===== config.mk =====
export PLATFORM = sky130hd
export DESIGN_NAME = dmem_arb
export DESIGN_NICKNAME = d
export VERILOG_FILES = /design/src/rtl/dmem_arb_pkg.sv /design/src/rtl/dmem_arb_rr.sv /design/src/rtl/dmem_arb.sv
export SDC_FILE = /design/constraint.sdc
export NUM_CORES = 1
export LEC_CHECK = 0
export BUFFER_PORTS_ARGS = -buffer_cell sky130_fd_sc_hd__buf_2
export CORE_AREA = 2 2 119 121
export DETAILED_ROUTE_END_ITERATION = 7
export DIE_AREA = 0 0 121 123
export HOLD_SLACK_MARGIN = 0.1
export PLACE_DENSITY_LB_ADDON = 0.3
export SETUP_SLACK_MARGIN = 0.1
export SYNTH_ARGS = -nofsm -noshare
export SYNTH_HDL_FRONTEND = slang
export SYNTH_SLANG_ARGS = --single-unit

===== constraint.sdc =====
create_clock -name clk -period 4.05 [get_ports clk]
set_clock_uncertainty 0.15 [all_clocks]
set_input_delay 0.81 -clock clk [delete_from_list [all_inputs] [get_ports clk]]
set_output_delay 0.81 -clock clk [all_outputs]
set_load 0.01 [all_outputs]

===== src/rtl/dmem_arb_pkg.sv =====
// rtl/dmem_arb_pkg.sv - shared types and defaults for the data-memory arbiter
package dmem_arb_pkg;

    typedef enum logic [1:0] {
        ARB_IDLE = 2'd0,
        ARB_OWN0 = 2'd1,
        ARB_OWN1 = 2'd2
    } arb_state_e;

    typedef logic port_idx_t;

    localparam int DEF_DEPTH    = 64;
    localparam int DEF_MAX_LOCK = 4;

    // Word index addr[31:2] must be below depth; byte offset bits are ignored.
    function automatic logic addr_in_range(input logic [31:0] addr, input int depth);
        return {2'b00, addr[31:2]} < 32'(depth);
    endfunction

endpackage


===== src/rtl/dmem_arb_rr.sv =====
// rtl/dmem_arb_rr.sv - combinational two-way round-robin picker
module dmem_arb_rr
    import dmem_arb_pkg::*;
(
    input  logic [1:0] req_i,
    input  port_idx_t  last_i,
    output logic [1:0] gnt_o
);

    // On a tie the port that was not granted last wins.
    assign gnt_o[0] = req_i[0] & (~req_i[1] | last_i);
    assign gnt_o[1] = req_i[1] & (~req_i[0] | ~last_i);

endmodule


===== src/rtl/dmem_arb.sv =====
// rtl/dmem_arb.sv - two-port arbiter in front of the single-port data memory
module dmem_arb
    import dmem_arb_pkg::*;
#(
    parameter int DEPTH    = DEF_DEPTH,
    parameter int MAX_LOCK = DEF_MAX_LOCK
) (
    input  logic        clk,
    input  logic        reset,
    input  logic        m0_req,
    input  logic        m1_req,
    input  logic        m0_we,
    input  logic        m1_we,
    input  logic        m0_lock,
    input  logic        m1_lock,
    input  logic [31:0] m0_addr,
    input  logic [31:0] m1_addr,
    input  logic [31:0] m0_wdata,
    input  logic [31:0] m1_wdata,
    output logic        m0_gnt,
    output logic        m1_gnt,
    output logic        m0_rvalid,
    output logic        m1_rvalid,
    output logic [31:0] m0_rdata,
    output logic [31:0] m1_rdata,
    output logic        m0_rerr,
    output logic        m1_rerr,
    output logic        mem_we,
    output logic [31:0] mem_a,
    output logic [31:0] mem_wd,
    input  logic [31:0] mem_rd
);

    localparam int CW = $clog2(MAX_LOCK + 1);
    localparam logic [CW-1:0] CNT_MAX = CW'(MAX_LOCK);
    localparam logic [CW-1:0] CNT_ONE = CW'(1);

    localparam logic [1:0] ST_IDLE = ARB_IDLE;
    localparam logic [1:0] ST_OWN0 = ARB_OWN0;
    localparam logic [1:0] ST_OWN1 = ARB_OWN1;

    logic [1:0]    state_q, state_d;
    port_idx_t     last_q, last_d;
    logic [CW-1:0] lock_cnt_q, lock_cnt_d;
    logic [1:0]    rvalid_q, rerr_q;
    logic [31:0]   rdata0_q, rdata1_q;

    logic [1:0]  req, lock, rr_gnt, gnt;
    port_idx_t   own_port;
    logic        own_valid, other_req, cnt_full;
    logic        sel_we, sel_ok;
    logic [31:0] rd_val;

    assign req  = {m1_req, m0_req};
    assign lock = {m1_lock, m0_lock};

    dmem_arb_rr u_rr (
        .req_i  (req),
        .last_i (last_q),
        .gnt_o  (rr_gnt)
    );

    always_comb begin
        own_port   = (state_q == ST_OWN1);
        own_valid  = ((state_q == ST_OWN0) & m0_req & m0_lock)
                   | ((state_q == ST_OWN1) & m1_req & m1_lock);
        other_req  = own_port ? m0_req : m1_req;
        cnt_full   = (lock_cnt_q == CNT_MAX);
        gnt        = 2'b00;
        state_d    = ST_IDLE;
        lock_cnt_d = '0;
        last_d     = last_q;

        if (own_valid && (!cnt_full || !other_req)) begin
            gnt[own_port] = 1'b1;
            state_d       = state_q;
            lock_cnt_d    = cnt_full ? lock_cnt_q : lock_cnt_q + CNT_ONE;
        end else begin
            // An exhausted owner hands over to the waiter; otherwise plain round robin.
            if (own_valid) begin
                gnt = own_port ? 2'b01 : 2'b10;
            end else begin
                gnt = rr_gnt;
            end
            if (gnt[0] && m0_lock) begin
                state_d    = ST_OWN0;
                lock_cnt_d = CNT_ONE;
            end else if (gnt[1] && m1_lock) begin
                state_d    = ST_OWN1;
                lock_cnt_d = CNT_ONE;
            end
        end

        if (gnt != 2'b00) begin
            last_d = gnt[1];
        end
        if (reset) begin
            gnt = 2'b00;
        end
    end

    always_comb begin
        mem_a  = gnt[1] ? m1_addr  : m0_addr;
        mem_wd = gnt[1] ? m1_wdata : m0_wdata;
        sel_we = gnt[1] ? m1_we    : m0_we;
        sel_ok = addr_in_range(mem_a, DEPTH);
        mem_we = (|gnt) & sel_we & sel_ok;
        rd_val = ((|gnt) & ~sel_we & sel_ok) ? mem_rd : 32'h0;
    end

    assign m0_gnt = gnt[0];
    assign m1_gnt = gnt[1];

    always_ff @(posedge clk) begin
        if (reset) begin
            state_q    <= ST_IDLE;
            last_q     <= 1'b1;
            lock_cnt_q <= '0;
            rvalid_q   <= 2'b00;
            rerr_q     <= 2'b00;
            rdata0_q   <= 32'h0;
            rdata1_q   <= 32'h0;
        end else begin
            state_q    <= state_d;
            last_q     <= last_d;
            lock_cnt_q <= lock_cnt_d;
            rvalid_q   <= gnt;
            rerr_q     <= gnt & {2{~sel_ok}};
            rdata0_q   <= gnt[0] ? rd_val : 32'h0;
            rdata1_q   <= gnt[1] ? rd_val : 32'h0;
        end
    end

    // A response still in flight when reset arrives is suppressed.
    assign m0_rvalid = rvalid_q[0] & ~reset;
    assign m1_rvalid = rvalid_q[1] & ~reset;
    assign m0_rerr   = rerr_q[0] & ~reset;
    assign m1_rerr   = rerr_q[1] & ~reset;
    assign m0_rdata  = reset ? 32'h0 : rdata0_q;
    assign m1_rdata  = reset ? 32'h0 : rdata1_q;

endmodule


==> results.cfg <==
[finish]
seqCellArea_um2 = 1480
nets = 962
multi_input_area_um2 = 2080
layout-drive-gt1-share_pct = 42.5
syn_to_final_growth_pct = 51.8
fin_area_um2 = 5730
num-fill-cells = 1465

[cts]
cts_resized = 0
cts.htree.levels = 3
cts_buffer_depth = 2
clock_latency_ps = 320
postCtsSetupBuffers = 0
cts.sinks = 74
cts_root_buf = clkbuf_16
cts_hold_buf = 0
numCtsBuffers = 9
clk_pin_slew_worst_paths_ps = 50
cts_tree = built

[yosys]
synth-main-ff-cell = dfxtp_1
synth.distinct_cells = 35
synth_top_area_cell = dfxtp_1
synthSimpleGateAreaFrac_pct = 50.2
ys_seq_elements = 74
netlist_area_um2 = 3770
ys_top_cells_by_area = dfxtp_1 39%, nand2_1 20%, nor2b_1 12%
synth_area_per_cell_um2 = 7.44
ys_seq_area_share_pct = 39.3
syn_nets = 677
synth-edff-count = 0
synth_mux_area_share_pct = 1.39
synth_warnings = 0
synth_compound_gate_area_share_pct = 2.29
netlist.area_leader.share_pct = 39.3
async_flop_share_pct = 0
synth_xor_area_share_pct = 0.232
synth_top_family_by_area = simple AND/OR/NAND/NOR gates
syn_inst = 507
netlist_top_cells_count = 199 x nand2_1, 74 x dfxtp_1, 71 x nor2b_1
yosysMostFrequentCell = nand2_1
yosys.area_share.adder_pct = 0.663

[die]
row_count = 43
initial_core_util_pct = 27.7
io_pins = 303
dieArea_um2 = 14900
die_y_um = 123
coreArea_um2 = 13600
die_w_um = 121

[pwr]
pwr_density_cell_nw_per_um2 = 338
clockPowerShare_pct = 43.6
power.share.combinational_pct = 18.3
seqPwrFrac_pct = 38.1
switching_power_w = 0.000479
p_sw_share_pct = 24.7
p_leak_nw = 3.21
cellInternalPower_w = 0.00146
ir_drop_uv = 230

[placement]
port_buffers = 302
dp_hpwl_um = 10900
globalplace.congestion = 0.815
postPlaceCellArea_um2 = 5410

[route]
ant_nets = 0
vias = 4287
drc = 0
wirelength_um = 14200
drt-pass1-iter-count = 5
wl_per_cell_um = 14.5
drtIter0Drc = 269
via_per_inst = 4.39

[sta]
fmax_mhz = 291
tns_ps = 0
slew_headroom_pct = 49.5
tightest_slew_ps = 757
post-route-period-util_pct = 84.9
rsz0062_at_grt = false
period_minus_slack_ps = 3440
finalHoldViolations = 0
setup-violations-final = 0
finalMaxSlewViolations = 0
whs_ps = 402

[setup_path]
worstSetupPathType = input port to output pin
cp_data_arrival_time_ps = 2480
start_kind = input port
path_max_fanout = 21
r2r_cells = 9
required_ps = 3090
crit_path_end_kind = output pin

[grt]
grt_max_degree = 75
use_met2_pct = 26.5
use_met1_pct = 24.5
gr-max-usage-layer = met2
grt_overflow = 0
grt_util_met3_pct = 6.09
grt_pass1_wl_um = 20600
track_usage_pct = 17.7
grt_pass1_vias = 3867
grt_antenna_before_repair = 2

[min_path]
min_path_type = flop to flop
holdPathStages = 2

[run]
max_cap_violations = 0

[status]
status = complete, no violations
[placed cells by master (no fill, tap or decap), types with 3 or more instances in the layout]
cell type    n
buf_2      302
nor4_1      12
dfxtp_1     74
o21ai_0      3
nor3b_2     10
nand3_1      3
nor2b_1     71
a21oi_1      4
buf_4        6
inv_1        6
and3_1      33
nor3b_1     22
nor3_1       3
nand2_1    199
mux2i_1      3
nor2_1       7
clkbuf_16    9
[worst max-delay path, stage by stage]
cell     delay [ps]
buf_2           130
and4b_1         270
and2_1          180
a211o_2         340
inv_2           190
buf_4           280
nand2_1          80
nand2_1          70
buf_2           130
[power by group through the flow]
stage / clock (W) / combinational (W) / sequential (W)
2_1_floorplan: 0 / 0.000169 / 0.000751
3_3_place_gp: 0 / 0.000356 / 0.000752
3_5_place_dp: 0 / 0.000354 / 0.000752
4_1_cts: 0.000869 / 0.000356 / 0.000736
5_1_grt: 0.000902 / 0.000393 / 0.000737
6_report: 0.000844 / 0.000355 / 0.000737
[worst paths after layout]
path                 startpoint            end  slack [ps]
setup / recovery         m0_req     mem_wd[13]         610
hold / removal    lock_cnt_q[1]  lock_cnt_q[1]         400
setup reg to reg  lock_cnt_q[0]   rdata0_q[26]        1570
hold reg to reg   lock_cnt_q[1]  lock_cnt_q[1]         400
[final cells by class]
class                   instances  area share, %
multi-input cells             390           36.2
repair buffers                310           27.9
flip-flops and latches         74           25.9
clock buffers                  13           4.54
well taps                     180           3.93
clock inverters                 2           1.05
inverters                       7          0.459
diodes                          1         0.0437
[cell families after synthesis]
family | count (synthesis)
simple gates | 370
flops | 74
buf+inv | 43
compound gates | 13
mux | 4
fa+ha+maj | 2
xor+xnor | 1
[registers in the layout, indices dropped and copies added, names as in the netlist]
signal,count
rdata0_q,32
rdata1_q,32
state_q,2
last_q,1
lock_cnt_q,3
rerr_q,2
rvalid_q,2
[through the flow]
| stage | power [W] | util [%] | worst slack (ps) | cells |
|---|---|---|---|---|
| finish | 0.00194 | 42.1 | 612 | 977 |
| global route | 0.00203 | 42.1 | 492 | 976 |
| CTS | 0.00196 | 42.1 | 585 | 976 |
| detailed placement | 0.00111 | 39.7 | 590 | 961 |
| global placement | 0.00111 | 39.7 | 634 | 961 |
| floorplan | 0.000921 | - | 917 | 507 |
[routing by layer]
metal  up-vias  routed length (um)
met3        14                1300
met2       193                6450
met1      1890                6270
li1       2188                   -
met5         -                  13
met4         2                 165
(Power assumes the default switching activity.)
